==> config.mk <==
export PLATFORM = sky130hd
export DESIGN_NAME = fetch_sequencer_flat
export DESIGN_NICKNAME = d
export VERILOG_FILES = /design/src/rtl/fetch_sequencer_if.sv /design/src/rtl/fetch_sequencer.sv /design/src/flat_wrapper.sv
export SDC_FILE = /design/constraint.sdc
export NUM_CORES = 1
export LEC_CHECK = 0
export BUFFER_PORTS_ARGS = -buffer_cell sky130_fd_sc_hd__buf_2
export CAP_MARGIN = 25
export CORE_MARGIN = 4
export CORE_UTILIZATION = 45
export CTS_CLUSTER_DIAMETER = 60
export DETAILED_ROUTE_END_ITERATION = 8
export PLACE_DENSITY = 0.72
export SKIP_LAST_GASP = 1
export SLEW_MARGIN = 25
export SYNTH_ARGS = -nofsm -noshare
export SYNTH_HDL_FRONTEND = slang
export SYNTH_SLANG_ARGS = --single-unit
==> constraint.sdc <==
create_clock -name clk -period 6.6 [get_ports clk]
set_input_delay 0.66 -clock clk [delete_from_list [all_inputs] [get_ports clk]]
set_output_delay 0.66 -clock clk [all_outputs]
set_load 0.1 [all_outputs]
==> src/rtl/fetch_sequencer_if.sv <==
// Fetch sequencer bus interface.
// Bundles the signals exchanged between the fetch sequencer and its neighbours:
//   pc, stall, br_valid, br_target             : inputs to the sequencer
//                                                (IFU PC, hazard unit, decode stage)
//   next_pc, pc_en                             : IFU nextPC / En controls
//   fault, fault_addr, fetch_cnt, stall_cnt    : status and performance counters
// The master modport is the environment side; the slave modport is the sequencer.
interface fetch_sequencer_if;
  logic [31:0] pc;
  logic        stall;
  logic        br_valid;
  logic [31:0] br_target;
  logic [31:0] next_pc;
  logic        pc_en;
  logic        fault;
  logic [31:0] fault_addr;
  logic [31:0] fetch_cnt;
  logic [31:0] stall_cnt;

  modport master (
    output pc, stall, br_valid, br_target,
    input  next_pc, pc_en, fault, fault_addr, fetch_cnt, stall_cnt
  );

  modport slave (
    input  pc, stall, br_valid, br_target,
    output next_pc, pc_en, fault, fault_addr, fetch_cnt, stall_cnt
  );
endinterface

==> src/rtl/fetch_sequencer.sv <==
// Next-PC and fetch-enable controller for the instruction fetch unit.
// Chooses each cycle between sequential fall-through, an immediate decode-stage
// redirect, or a redirect held across a stall. Illegal fetch targets halt fetch
// with a sticky fault until reset. Also counts fetch and stall cycles.
// Ports:
//   clk    : system clock, rising-edge
//   reset  : asynchronous, active-high; clears all state and forces the
//            fetch controls to RESET_PC / disabled while asserted
//   bus    : fetch_sequencer_if.slave (see the interface file for signals)
module fetch_sequencer #(
  parameter logic [31:0] RESET_PC = 32'h0000_3000,
  parameter int          IM_WORDS = 4096
) (
  input  logic              clk,
  input  logic              reset,
  fetch_sequencer_if.slave  bus
);

  localparam logic [31:0] LAST_PC = RESET_PC + 32'(4 * IM_WORDS) - 32'd4;

  typedef enum logic [1:0] {
    RUN  = 2'd0,
    PEND = 2'd1,
    HALT = 2'd2
  } state_t;

  state_t      state, state_d;
  logic [31:0] pend_target, pend_target_d;
  logic        fault_q, fault_d;
  logic [31:0] fault_addr_q, fault_addr_d;
  logic [31:0] fetch_cnt_q, stall_cnt_q;
  logic [31:0] cand;
  logic [31:0] next_pc;
  logic        pc_en;

  function automatic logic is_legal(input logic [31:0] addr);
    return (addr[1:0] == 2'b00) && (addr >= RESET_PC) && (addr <= LAST_PC);
  endfunction

  // A fresh redirect always beats a held one; fall-through only applies in RUN.
  always_comb begin
    if (bus.br_valid)      cand = bus.br_target;
    else if (state == PEND) cand = pend_target;
    else                    cand = bus.pc + 32'd4;
  end

  always_comb begin
    // NOTE: every signal gets a default before any branch so no path leaves it
    // unassigned; otherwise synthesis infers a latch.
    state_d       = state;
    pend_target_d = pend_target;
    fault_d       = fault_q;
    fault_addr_d  = fault_addr_q;
    next_pc       = bus.pc;
    pc_en         = 1'b0;

    if (reset) begin
      // Reset is asynchronous, so the fetch controls must follow it immediately
      // rather than waiting for the registers to settle.
      next_pc = RESET_PC;
    end else begin
      unique case (state)
        RUN, PEND: begin
          if (!bus.stall) begin
            if (is_legal(cand)) begin
              next_pc = cand;
              pc_en   = 1'b1;
              state_d = RUN;
            end else begin
              state_d      = HALT;
              fault_d      = 1'b1;
              fault_addr_d = cand;
            end
          end else if (bus.br_valid) begin
            // Stalled redirects are only recorded; they are applied once the
            // stall drops. A later redirect overwrites an earlier one.
            if (is_legal(bus.br_target)) begin
              pend_target_d = bus.br_target;
              state_d       = PEND;
            end else begin
              state_d      = HALT;
              fault_d      = 1'b1;
              fault_addr_d = bus.br_target;
            end
          end
        end
        default: ; // HALT: fetch frozen until reset
      endcase
    end
  end

  // NOTE: sequential state uses non-blocking assignments so every register
  // samples pre-edge values, independent of statement order.
  always_ff @(posedge clk or posedge reset) begin
    if (reset) begin
      state        <= RUN;
      pend_target  <= '0;
      fault_q      <= 1'b0;
      fault_addr_q <= '0;
      fetch_cnt_q  <= '0;
      stall_cnt_q  <= '0;
    end else begin
      state        <= state_d;
      pend_target  <= pend_target_d;
      fault_q      <= fault_d;
      fault_addr_q <= fault_addr_d;
      if (pc_en)
        fetch_cnt_q <= fetch_cnt_q + 32'd1;
      if (bus.stall && state != HALT)
        stall_cnt_q <= stall_cnt_q + 32'd1;
    end
  end

  assign bus.next_pc    = next_pc;
  assign bus.pc_en      = pc_en;
  assign bus.fault      = fault_q;
  assign bus.fault_addr = fault_addr_q;
  assign bus.fetch_cnt  = fetch_cnt_q;
  assign bus.stall_cnt  = stall_cnt_q;

endmodule
==> src/flat_wrapper.sv <==
// flat-port wrapper written by rule: the top's interface ports become plain ports
module fetch_sequencer_flat 
#(
  parameter logic [31:0] RESET_PC = 32'h0000_3000,
  parameter int          IM_WORDS = 4096
)
  (clk, reset, bus_pc, bus_stall, bus_br_valid, bus_br_target, bus_next_pc, bus_pc_en, bus_fault, bus_fault_addr, bus_fetch_cnt, bus_stall_cnt);
  fetch_sequencer_if bus_i ();
  input  logic clk;
  input  logic reset;
  input wire logic [$bits(bus_i.pc)-1:0] bus_pc;
  input wire logic [$bits(bus_i.stall)-1:0] bus_stall;
  input wire logic [$bits(bus_i.br_valid)-1:0] bus_br_valid;
  input wire logic [$bits(bus_i.br_target)-1:0] bus_br_target;
  output wire logic [$bits(bus_i.next_pc)-1:0] bus_next_pc;
  output wire logic [$bits(bus_i.pc_en)-1:0] bus_pc_en;
  output wire logic [$bits(bus_i.fault)-1:0] bus_fault;
  output wire logic [$bits(bus_i.fault_addr)-1:0] bus_fault_addr;
  output wire logic [$bits(bus_i.fetch_cnt)-1:0] bus_fetch_cnt;
  output wire logic [$bits(bus_i.stall_cnt)-1:0] bus_stall_cnt;
  assign bus_i.pc = bus_pc;
  assign bus_i.stall = bus_stall;
  assign bus_i.br_valid = bus_br_valid;
  assign bus_i.br_target = bus_br_target;
  assign bus_next_pc = bus_i.next_pc;
  assign bus_pc_en = bus_i.pc_en;
  assign bus_fault = bus_i.fault;
  assign bus_fault_addr = bus_i.fault_addr;
  assign bus_fetch_cnt = bus_i.fetch_cnt;
  assign bus_stall_cnt = bus_i.stall_cnt;
  fetch_sequencer #(.RESET_PC(RESET_PC), .IM_WORDS(IM_WORDS)) u_core (.clk(clk), .reset(reset), .bus(bus_i));
endmodule
* Yosys cells after proc, flatten, opt, wreduce, memory -nomap -nowiden
Cells that the tools add are included.
Widths: inputs -> output; s select.
** Operators by class
- $add $sub $neg :: 3
- Multipliers :: 0
- Divide/modulo/power cells :: 0
- $lt $le $gt $ge :: 4
- Eq/ne operators :: 5
- Shift operators :: 0
- Muxes and demuxes :: 22
- Bitwise logic cells :: 1
- Reductions and logical operators :: 12
** Operators with widths (count)
- $mux 32 :: 10
- $add 32x1->32 const B :: 2
- $ge 32x14->1 const B :: 2
- $le 32x15->1 const B :: 2
- $add 32x3->32 const B :: 1
- $reduce_and 5->1 :: 2
- $mux 1 :: 8
- $mux 2 :: 4
- $logic_not 2->1 :: 3
- $ne 2x2->1 const B :: 3
- $logic_and 1x1->1 :: 5
- $reduce_and 3->1 :: 1
- $eq 2x1->1 const B :: 1
- $ne 2x1->1 const B :: 1
- $reduce_or 2->1 :: 1
- $not 1->1 :: 1
** Word-level totals
- Bits in registers :: 131
- Bits in latches :: 0
- Memory bits (writable) :: 0
- Memory bits (read-only) :: 0
- Input port bits :: 68
- Logic and storage cells :: 53
- Memories :: 0

* Longest topological paths before layout
Gate-level depths: netlist of the first run.
- Word-level depth :: 10
- Gate-level depth with buffers :: 13
- Depth with buffers taken out :: 10

* Least setup slack after synthesis of the first run
OpenSTA, ideal clock, no wires.
- Kind :: input port to output port
- From :: in reset
- To :: out bus_next_pc[3]
- Data arrival time :: 6.741 ns
- Path slack :: -0.801 ns
- Cell stages on the path :: 5
- Path buffers :: 2
- Cell sequence :: clkbuf_1 > inv_1 > clkbuf_1 > nand2_1 > mux2i_1
** Between the ends
- Longest elaborated chain between the ends :: 1
** Ends and longest elaborated chain
- start, declared :: line flat_wrapper.sv:10 : input logic reset;
- $mux 32 :: line fetch_sequencer.sv:57 : if (reset) begin
- end, declared :: line flat_wrapper.sv:15 : output wire logic [$bits(bus_i.next_pc)-1:0] bus_next_pc;
Every way passes these cells.

* Worst setup path in the final report of the first run
- From :: in bus_pc[4]
- To :: out bus_next_pc[7]
** Between the ends
- Longest elaborated chain between the ends :: 10
- Elaborated cells between the ends (all ways) :: 11
- Classes of those cells :: add/sub (1); order compare (2); mux (6); reduce/logical (2)
** Ends and longest elaborated chain
- start, declared :: line flat_wrapper.sv:11 : input wire logic [$bits(bus_i.pc)-1:0] bus_pc;
- $add 32x3->32 (*) :: line fetch_sequencer.sv:44 : else cand = bus.pc + 32'd4;
- $mux 32 (*) :: line fetch_sequencer.sv:43 : else if (state == PEND) cand = pend_target;
- $mux 32 (*) :: line fetch_sequencer.sv:42 : if (bus.br_valid) cand = bus.br_target;
- $ge 32x14->1 :: line fetch_sequencer.sv:37 : return (addr[1:0] == 2'b00) && (addr >= RESET_PC) && (addr <= LAST_PC);
- $logic_and 1x1->1 (2 in series) :: line fetch_sequencer.sv:37
- $mux 32 (*) :: line fetch_sequencer.sv:65 : if (is_legal(cand)) begin
- $mux 32 (*) :: line fetch_sequencer.sv:64 : if (!bus.stall) begin
- $mux 32 (*) :: line fetch_sequencer.sv:62 : unique case (state)
- $mux 32 (*) :: line fetch_sequencer.sv:57
Mark *: on every way between the ends. The rest lies on a longest branch, timed or not.

==> impl_metrics.py, run 1 <==
metrics = {
    "floorplanning": {
        "core-area_um2": 16800,
        "initial_core_util_pct": 46.6,
        "die-area_um2": 19600,
        "rows": 47,
        "die_y_um": 140,
        "die_x_um": 140,
        "io_pins": 198,
    },
    "synth": {
        "async_reset_ff_share_pct": 100,
        "synth.avg_cell_area_um2": 9.24,
        "synth.distinct_cells": 65,
        "yosysSeqAreaShare_pct": 41.8,
        "synthCells": 848,
        "synthMuxAreaShare_pct": 9.90,
        "synth-xor-area-share_pct": 8.05,
        "synth_warnings": 0,
        "yosys.area_share.simple_pct": 26.2,
        "synth_commonest_cells": "131 x dfrtp_1, 81 x nand2_1, 60 x nor2_1",
        "synthTopCellsByArea": "dfrtp_1 42%, mux2_2 7.3%, xnor2_1 6.6%",
        "syn-num-nets": 919,
        "synth_ff_type": "dfrtp_1",
        "yosysTopAreaCell": "dfrtp_1",
        "yosysTopAreaCellShare_pct": 41.8,
        "synth_compound_area_share_pct": 9.66,
        "synth_top_family_by_area": "simple AND/OR/NAND/NOR gates",
        "synth_seq_cells": 131,
        "synth_most_common_cell": "dfrtp_1",
        "synth_edf_count": 0,
        "synth_area_um2": 7840,
        "synth_fa_ha_area_share_pct": 0.479,
    },
    "outcome": {
        "status": "completed",
    },
    "cts": {
        "cts_sinks": 131,
        "post-cts-setup-buffer-count": 0,
        "cts_resized": 0,
        "clk_path_buf_depth": 2,
        "h-tree-depth": 4,
        "hold_buffers": 0,
        "cts_buffers": 17,
        "worstSkewPairLatency_ns": 0.41,
        "cts_tree": "built",
        "cts_root_buffer": "clkbuf_16",
        "clk_pin_slew_ns": 0.06,
    },
    "route": {
        "ant_nets": 0,
        "drc": 0,
        "avgViaCountPerCell": 5.65,
        "drt_first_pass_iters": 5,
        "wl_per_cell_um": 18.1,
        "drt-initial-drc-count": 582,
        "wirelength_mm": 22.7,
        "via_count": 7112,
    },
    "worst_setup_path": {
        "crit_buf_inv": 4,
        "crit_slowest_cell": "or4_1",
        "arrival_ns": 4.84,
        "cp-end-kind": "output pin",
        "crit_fanout": 32,
        "slowest_delay_ns": 0.81,
        "path_delay_family": "simple AND/OR/NAND/NOR gates",
        "startpoint_type": "input port",
        "crit_type": "in -> out",
        "critical_path.cell_chain": "buf_2 -> nand3_1 -> or4_1 -> nor4_1 -> xnor2_1 -> o21ai_0 -> or4_1 -> buf_4 -> nor4b_4 -> buf_4 -> mux2i_1 -> buf_2",
        "critPathRequiredTime_ns": 5.94,
    },
    "timing": {
        "fin_skew_ns": 0.0110,
        "fin_tns_setup_ns": 0,
        "slew_viol_final": 0,
        "relSlewSlack_pct": 45.4,
        "rsz0062_at_grt": "no",
        "hold_viol": 0,
        "max_freq_mhz": 182,
        "setup_violations": 0,
        "finalCriticalPeriod_ns": 5.50,
        "period_share_pct": 83.3,
        "max_slew.worst_pin.slew_ns": 0.819,
    },
    "power_and_ir_drop": {
        "irDropWorstVdd_mv": 0.402,
        "power_density_nw_per_um2": 344,
        "p_leak_nw": 4.47,
    },
    "placed_design": {
        "place.gp.congestion": 0.907,
        "io_buffers": 197,
        "place_area_um2": 8990,
        "hpwl_mm": 16.4,
    },
    "grt": {
        "grt_max_degree": 95,
        "grt_use_met1_pct": 32.2,
        "grt_util_met2_pct": 36.8,
        "busiest_layer": "met2",
        "grt_pass1_vias": 6776,
        "grt_util_met3_pct": 4.06,
        "track_usage_pct": 23.1,
        "grt_overflow": 0,
        "grt_pass1_wl_mm": 36.9,
        "antenna_found_initial": 2,
    },
    "layout": {
        "area_growth_pct": 22.5,
        "final_area_um2": 9600,
        "ff_latch_area_um2": 3280,
        "utilization_pct": 57.1,
        "drive_gt1_share_pct": 30.4,
        "multi_input_area_um2": 4260,
        "num-fill-cells": 1556,
        "final_nets": 1094,
    },
    "min_path": {
        "hp-class": "reg -> reg",
    },
    "flow_run": {
        "drv_cap": 0,
    },
}
per-stage QoR:
step | hold slack, ns | setup slack (ns) | cells | power (mW)
after floorplan | 0.455 | 0.704 | 848 | 2.11
after global placement | 0.445 | 1.32 | 1223 | 2.34
after detailed placement | 0.452 | 1.15 | 1224 | 2.36
after CTS | 0.470 | 1.09 | 1255 | 3.33
after global routing | 0.488 | 0.921 | 1258 | 3.44
final | 0.465 | 1.10 | 1258 | 3.30
per-layer routing:
layer | part of all wire [%] | vias up
met3 | 6.2 | 38
met5 | 0 | -
met2 | 47 | 276
li1 | - | 3392
met4 | 2.2 | 0
met1 | 44 | 3406
worst register-to-register path: stages, from the launching register on:
cell and delay [ns]:
dfrtp_1 0.66, nand2b_2 0.60, o21ai_0 0.20, nor3b_1 0.44, nor4_1 0.14, nor4bb_1 0.17, o21ai_2 0.20, buf_4 0.33
nand2b_1 0.14, o21ai_4 0.50, buf_16 0.24, mux2_2 0.36
path summary, 6_finish.rpt:
path | slack, ns | cells after the start | from | endpoint
setup / recovery | 1.10 | 12 | bus_pc[4] | bus_next_pc[7]
hold / removal | 0.46 | 1 | u_core.bus.fault | u_core.bus.fault
setup reg to reg | 2.51 | 11 | u_core.state[1] | u_core.bus.fault_addr[9]
hold reg to reg | 0.46 | 1 | u_core.bus.fault | u_core.bus.fault
max in group asynchronous | 4.66 | 3 | reset | u_core.bus.fault_addr[31]
min in group asynchronous | 0.81 | 2 | reset | u_core.bus.stall_cnt[26]
cell usage in the layout (no fill, tap or decap), drive strengths merged, types with 5 or more instances in the layout:
cell,count
a211oi,7
a21oi,15
a31o,5
a31oi,6
and3,16
buf,210
clkbuf,20
clkinv,5
dfrtp,131
inv,18
mux2,54
mux2i,16
nand2,81
nand2b,7
nand3,58
nand4,31
nor2,60
nor2b,24
nor3,32
nor3b,23
nor4,17
nor4b,5
o21ai,46
o31ai,7
or2,8
or3,5
or4,6
xnor2,59
xor2,13
power breakdown:
group,total (mW),switching [mW],internal [mW]
clock,0.966,0.361,0.605
sequential,0.984,0.0675,0.916
combinational,1.35,1.13,0.224
total,3.30,1.56,1.75
state kept, by name, indices dropped and copies added, names as in the netlist:
register / flops
u_core.pend_target: 32
u_core.bus.stall_cnt: 32
u_core.bus.fetch_cnt: 32
u_core.state: 2
u_core.bus.fault_addr: 32
u_core.bus.fault: 1
cells by family after synthesis:
| logic type | Yosys count |
|---|---|
| compound gates | 115 |
| xor+xnor | 72 |
| fa+ha+maj | 3 |
| buf+inv | 72 |
| flops | 131 |
| mux | 70 |
| simple gates | 385 |
area by class of cell:
type / instances / area share [%]
timing repair buffer: 210 / 11.5
inverter: 18 / 0.756
multi-input combinational: 645 / 44.4
sequential: 131 / 34.1
clock buffer: 20 / 4.65
tap: 220 / 2.87
clock inverter: 11 / 1.63
antenna: 3 / 0.0782
No activity file was read; power rests on OpenSTA's default activity.
==> run 2: changes to the inputs <==
--- a/config.mk
+++ b/config.mk
@@ -11,7 +11,7 @@
 export CORE_UTILIZATION = 45
 export CTS_CLUSTER_DIAMETER = 60
 export DETAILED_ROUTE_END_ITERATION = 8
-export PLACE_DENSITY = 0.72
+export PLACE_DENSITY = 0.69
 export SKIP_LAST_GASP = 1
 export SLEW_MARGIN = 25
 export SYNTH_ARGS = -nofsm -noshare
==> constraint.sdc (replaced) <==
create_clock -name clk -period 5.2 [get_ports clk]
set_input_delay 0.52 -clock clk [delete_from_list [all_inputs] [get_ports clk]]
set_output_delay 0.52 -clock clk [all_outputs]
set_load 0.1 [all_outputs]
==> impl_metrics.py, run 2 (same netlist as run 1, synthesis figures left out) <==
metrics = {
    "timing": {
        "relSlewSlack_pct": 42.6,
        "rsz0062_at_grt": "no",
        "fin_skew_ns": 0.0119,
        "period_share_pct": 91.4,
        "max_slew.worst_pin.slew_ns": 0.861,
        "hold_ws_ns": 0.374,
        "finalCriticalPeriod_ns": 4.75,
        "setup_violations": 0,
        "slew_viol_final": 0,
        "hold_viol": 0,
        "max_freq_mhz": 210,
    },
    "cts": {
        "post-cts-setup-buffer-count": 0,
        "worstSkewPairLatency_ns": 0.42,
        "cts_tree": "built",
        "h-tree-depth": 4,
        "hold_buffers": 0,
        "cts_resized": 0,
        "cts_sinks": 131,
        "clk_path_buf_depth": 2,
        "cts_root_buffer": "clkbuf_16",
        "cts_buffers": 17,
        "clk_pin_slew_ns": 0.05,
    },
    "power_and_ir_drop": {
        "p_sw_mw": 1.98,
        "p_leak_nw": 4.55,
        "seqPwrFrac_pct": 30.2,
        "p_comb_share_pct": 42.2,
        "finalPower_mw": 4.13,
        "internal_power_mw": 2.15,
        "power_density_nw_per_um2": 422,
        "irDropWorstVdd_mv": 0.595,
        "switching_share_pct": 48.0,
        "power_frac_clock_pct": 27.6,
    },
    "outcome": {
        "status": "completed",
    },
    "placed_design": {
        "io_buffers": 197,
        "hpwl_mm": 17.1,
        "dp_cells": 1230,
        "place.gp.congestion": 0.982,
    },
    "floorplanning": {
        "rows": 47,
        "io_pins": 198,
        "die_y_um": 140,
        "die_x_um": 140,
        "core-area_um2": 16800,
        "die-area_um2": 19600,
        "initial_core_util_pct": 46.6,
    },
    "flow_run": {
        "drv_cap": 0,
    },
    "route": {
        "avgViaCountPerCell": 5.73,
        "drt_first_pass_iters": 5,
        "ant_nets": 0,
        "wirelength_mm": 23.3,
        "wl_per_cell_um": 18.4,
        "via_count": 7228,
        "drc": 0,
        "drt-initial-drc-count": 561,
    },
    "worst_setup_path": {
        "crit_fanout": 32,
        "crit_type": "reg -> out",
        "cp_common_cell": "buf_4",
        "crit_slowest_cell": "nand2b_1",
        "startpoint_type": "flip-flop",
        "critPathRequiredTime_ns": 4.68,
        "arrival_ns": 4.23,
        "critical_path.cell_chain": "buf_4 -> nand2b_1 -> buf_4 -> o21ai_0 -> a311o_1 -> nand4_1 -> nor4b_2 -> nand2_1 -> nor4b_4 -> buf_12 -> mux2_2 -> buf_2",
        "cp-end-kind": "output pin",
        "slowest_delay_ns": 0.50,
    },
    "min_path": {
        "hp-class": "in -> reg",
    },
    "layout": {
        "final_cell_mix": "186 x buf_2, 131 x dfrtp_1, 81 x nand2_1, 60 x nor2_1, 59 x xnor2_1",
        "final_nets": 1100,
        "mostFrequentLayoutCell": "buf_2",
        "drive_gt1_share_pct": 31.6,
        "antenna_cells": 0,
        "utilization_pct": 58.3,
        "stdcell_count": 1262,
        "area_growth_pct": 25.1,
    },
    "grt": {
        "antenna_found_initial": 0,
        "grt_pass1_wl_mm": 37.9,
        "track_usage_pct": 23.8,
        "grt_max_degree": 85,
        "grt_pass1_vias": 7065,
        "grt_overflow": 0,
    },
}
[run 2: cell types whose count changed in the layout (fill, tap and decap cells not counted), moves of 2 or more]
cell and delta:
buf_12 +13, buf_2 -11, buf_4 +5, bufinv_16 -2, clkinv_2 +2, clkinv_4 -2, diode_2 -3, mux2i_1 -7
mux2i_2 +7
[run 2: layout make-up]
class / instances / area (µm²)
clock buffer: 21 / 460
fill: 1549 / 7020
sequential: 131 / 3280
tap: 220 / 275
timing repair buffer: 216 / 1320
inverter: 18 / 72.6
multi-input combinational: 645 / 4290
clock inverter: 11 / 105
[run 2: metal layers]
| metal | track usage [%] | vias to the layer above | wire length [µm] | part of all wire [%] |
|---|---|---|---|---|
| met3 | 4.06 | 45 | 1510 | 6.5 |
| met5 | 0 | - | 0 | 0 |
| li1 | - | 3412 | - | - |
| met2 | 38.2 | 268 | 11100 | 47 |
| met1 | 32.8 | 3503 | 10200 | 44 |
| met4 | 8.47 | 0 | 537 | 2.3 |
[run 2: final timing paths]
path	from	slack [ns]	depth (start not counted)	end
max reg2reg	u_core.state[1]	1.48	12	u_core.bus.fault_addr[24]
max in group asynchronous	reset	3.34	3	u_core.bus.fault_addr[17]
min reg2reg	u_core.bus.fault	0.47	1	u_core.bus.fault
max	u_core.state[1]	0.45	12	bus_next_pc[9]
min in group asynchronous	reset	0.64	2	u_core.bus.stall_cnt[0]
min	bus_br_target[3]	0.37	2	u_core.pend_target[3]
[run 2: metrics by stage]
| step | cell area (µm²) | worst slack, ns | TNS, ns |
|---|---|---|---|
| after CTS | 9800 | 0.470 | 0 |
| after global placement | 9240 | 0.525 | 0 |
| after detailed placement | 9240 | 0.496 | 0 |
| after floorplan | 7870 | -0.416 | -7.36 |
| final | 9800 | 0.449 | 0 |
| after global routing | 9800 | 0.0618 | 0 |
[run 2: power groups by stage]
| stage | registers, mW | logic, mW | clock network [mW] |
|---|---|---|---|
| after floorplan | 2.30 | 0.376 | 0 |
| after global placement | 1.26 | 1.74 | 0 |
| after detailed placement | 1.26 | 1.75 | 0 |
| after CTS | 1.25 | 1.75 | 1.16 |
| after global routing | 1.27 | 1.80 | 1.21 |
| final | 1.25 | 1.74 | 1.14 |
[run 2: critical path, delay by kind of cell (launching register included)]
kind	cells	cell delay [ns]
buffers and inverters	4	1.10
and+or+nand+nor	5	1.47
DFF	1	0.36
AOI/OAI and AO/OA	2	0.50
muxes	1	0.35
==> run 3: changes to the inputs <==
--- a/config.mk
+++ b/config.mk
@@ -8,10 +8,10 @@
 export BUFFER_PORTS_ARGS = -buffer_cell sky130_fd_sc_hd__buf_2
 export CAP_MARGIN = 25
 export CORE_MARGIN = 4
-export CORE_UTILIZATION = 45
+export CORE_UTILIZATION = 54
 export CTS_CLUSTER_DIAMETER = 60
 export DETAILED_ROUTE_END_ITERATION = 8
-export PLACE_DENSITY = 0.69
+export PLACE_DENSITY = 0.81
 export SKIP_LAST_GASP = 1
 export SLEW_MARGIN = 25
 export SYNTH_ARGS = -nofsm -noshare
==> impl_metrics.py, run 3 (same netlist as run 1, synthesis figures left out) <==
metrics = {
    "cts": {
        "h-tree-depth": 4,
        "cts_tree": "built",
        "post-cts-setup-buffer-count": 0,
        "cts_buffers": 17,
        "cts_root_buffer": "clkbuf_16",
        "clk_path_buf_depth": 2,
        "worstSkewPairLatency_ns": 0.43,
        "cts_sinks": 131,
        "clk_pin_slew_ns": 0.06,
        "cts_resized": 0,
        "hold_buffers": 0,
    },
    "floorplanning": {
        "die_y_um": 128,
        "io_pins": 198,
        "rows": 43,
        "core-area_um2": 14000,
        "die_x_um": 128,
        "die-area_um2": 16500,
        "initial_core_util_pct": 55.8,
    },
    "route": {
        "drt_first_pass_iters": 6,
        "wl_per_cell_um": 18.4,
        "wirelength_mm": 22.4,
        "via_count": 7252,
        "ant_nets": 0,
        "drt-initial-drc-count": 653,
        "drc": 0,
        "avgViaCountPerCell": 5.94,
    },
    "grt": {
        "grt_pass1_vias": 6826,
        "grt_overflow": 0,
        "track_usage_pct": 27.2,
        "grt_max_degree": 96,
        "antenna_found_initial": 0,
        "grt_pass1_wl_mm": 35.6,
    },
    "timing": {
        "fin_tns_setup_ns": 0,
        "relSlewSlack_pct": 35.3,
        "hold_viol": 0,
        "fin_skew_ns": 0.0101,
        "max_freq_mhz": 213,
        "rsz0062_at_grt": "no",
        "setup_violations": 0,
        "hold_ws_ns": 0.357,
        "finalCriticalPeriod_ns": 4.70,
        "slew_viol_final": 0,
        "period_share_pct": 90.3,
        "max_slew.worst_pin.slew_ns": 0.971,
    },
    "power_and_ir_drop": {
        "p_leak_nw": 4.56,
        "power_density_nw_per_um2": 435,
        "irDropWorstVdd_mv": 0.516,
        "finalPower_mw": 4.25,
    },
    "layout": {
        "final_nets": 1098,
        "final_area_um2": 9770,
        "area_growth_pct": 24.7,
        "antenna_cells": 0,
        "mostFrequentLayoutCell": "buf_2",
        "final_cell_mix": "187 x buf_2, 131 x dfrtp_1, 81 x nand2_1, 60 x nor2_1, 59 x xnor2_1",
        "num-fill-cells": 1152,
        "drive_gt1_share_pct": 31.5,
        "stdcell_count": 1220,
    },
    "placed_design": {
        "dp_cells": 1188,
        "io_buffers": 197,
        "hpwl_mm": 16.1,
        "place_area_um2": 9140,
        "place.gp.congestion": 0.931,
    },
    "worst_setup_path": {
        "cp-end-kind": "output pin",
        "startpoint_type": "input port",
        "crit_fanout": 32,
        "crit_type": "in -> out",
        "arrival_ns": 4.18,
        "critPathRequiredTime_ns": 4.68,
    },
    "outcome": {
        "status": "completed",
    },
    "min_path": {
        "hp-class": "in -> reg",
    },
    "flow_run": {
        "drv_cap": 0,
    },
}
==> run 3: stage by stage <==
stage          setup WS, ns  utilization, %
3_3_place_gp          0.600            65.1
5_1_grt               0.205            69.6
6_report              0.503            69.6
3_5_place_dp          0.562            65.1
2_1_floorplan        -0.416               -
4_1_cts               0.537            69.6
==> run 3: worst max-delay path, stage by stage <==
cell	delay [ns]
buf_2	0.16
ha_1	0.29
nand4_2	0.24
nor4_1	0.40
mux2_2	0.38
a221oi_1	0.26
nand4_1	0.17
nor4b_2	0.30
nand2_1	0.19
nor4b_4	0.34
buf_12	0.27
mux2_2	0.35
buf_2	0.29
==> run 3: final cells by class <==
cell class                      instances  area (µm²)  area share [%]
Inverter                               18        72.6           0.743
Clock buffer                           22         484            4.96
Tap cell                              180         225            2.30
Timing Repair Buffer                  214        1280            13.1
Sequential cell                       131        3280            33.5
Clock inverter                         10         145            1.49
Multi-Input combinational cell        645        4290            43.9
==> run 3: path summary, 6_finish.rpt <==
path                            slack [ns]         startpoint  cells after the start                         to
worst max-delay path                  0.50          bus_pc[3]                     13             bus_next_pc[9]
worst min-delay path                  0.36  bus_br_target[10]                      2     u_core.pend_target[10]
worst max register to register        1.21    u_core.state[1]                     12   u_core.bus.fault_addr[9]
worst min register to register        0.46   u_core.bus.fault                      1           u_core.bus.fault
max in group asynchronous             3.40              reset                      3  u_core.bus.fault_addr[17]
min in group asynchronous             0.63              reset                      2   u_core.bus.stall_cnt[28]
==> run 3: report_power, final <==
part	total, mW	switching [mW]	internal [mW]
sequential	1.25	0.0840	1.16
clock	1.27	0.463	0.809
combinational	1.73	1.44	0.296
==> run 3: per-layer routing <==
layer  wire, µm  track usage, %  part of all wire, %  vias to the layer above
met4        487            9.30                  2.2                        0
met5          0               0                    0                        -
met3       1800            6.43                  8.0                       37
met2      10800            43.6                   48                      311
li1           -               -                    -                     3409
met1       9330            36.5                   42                     3495
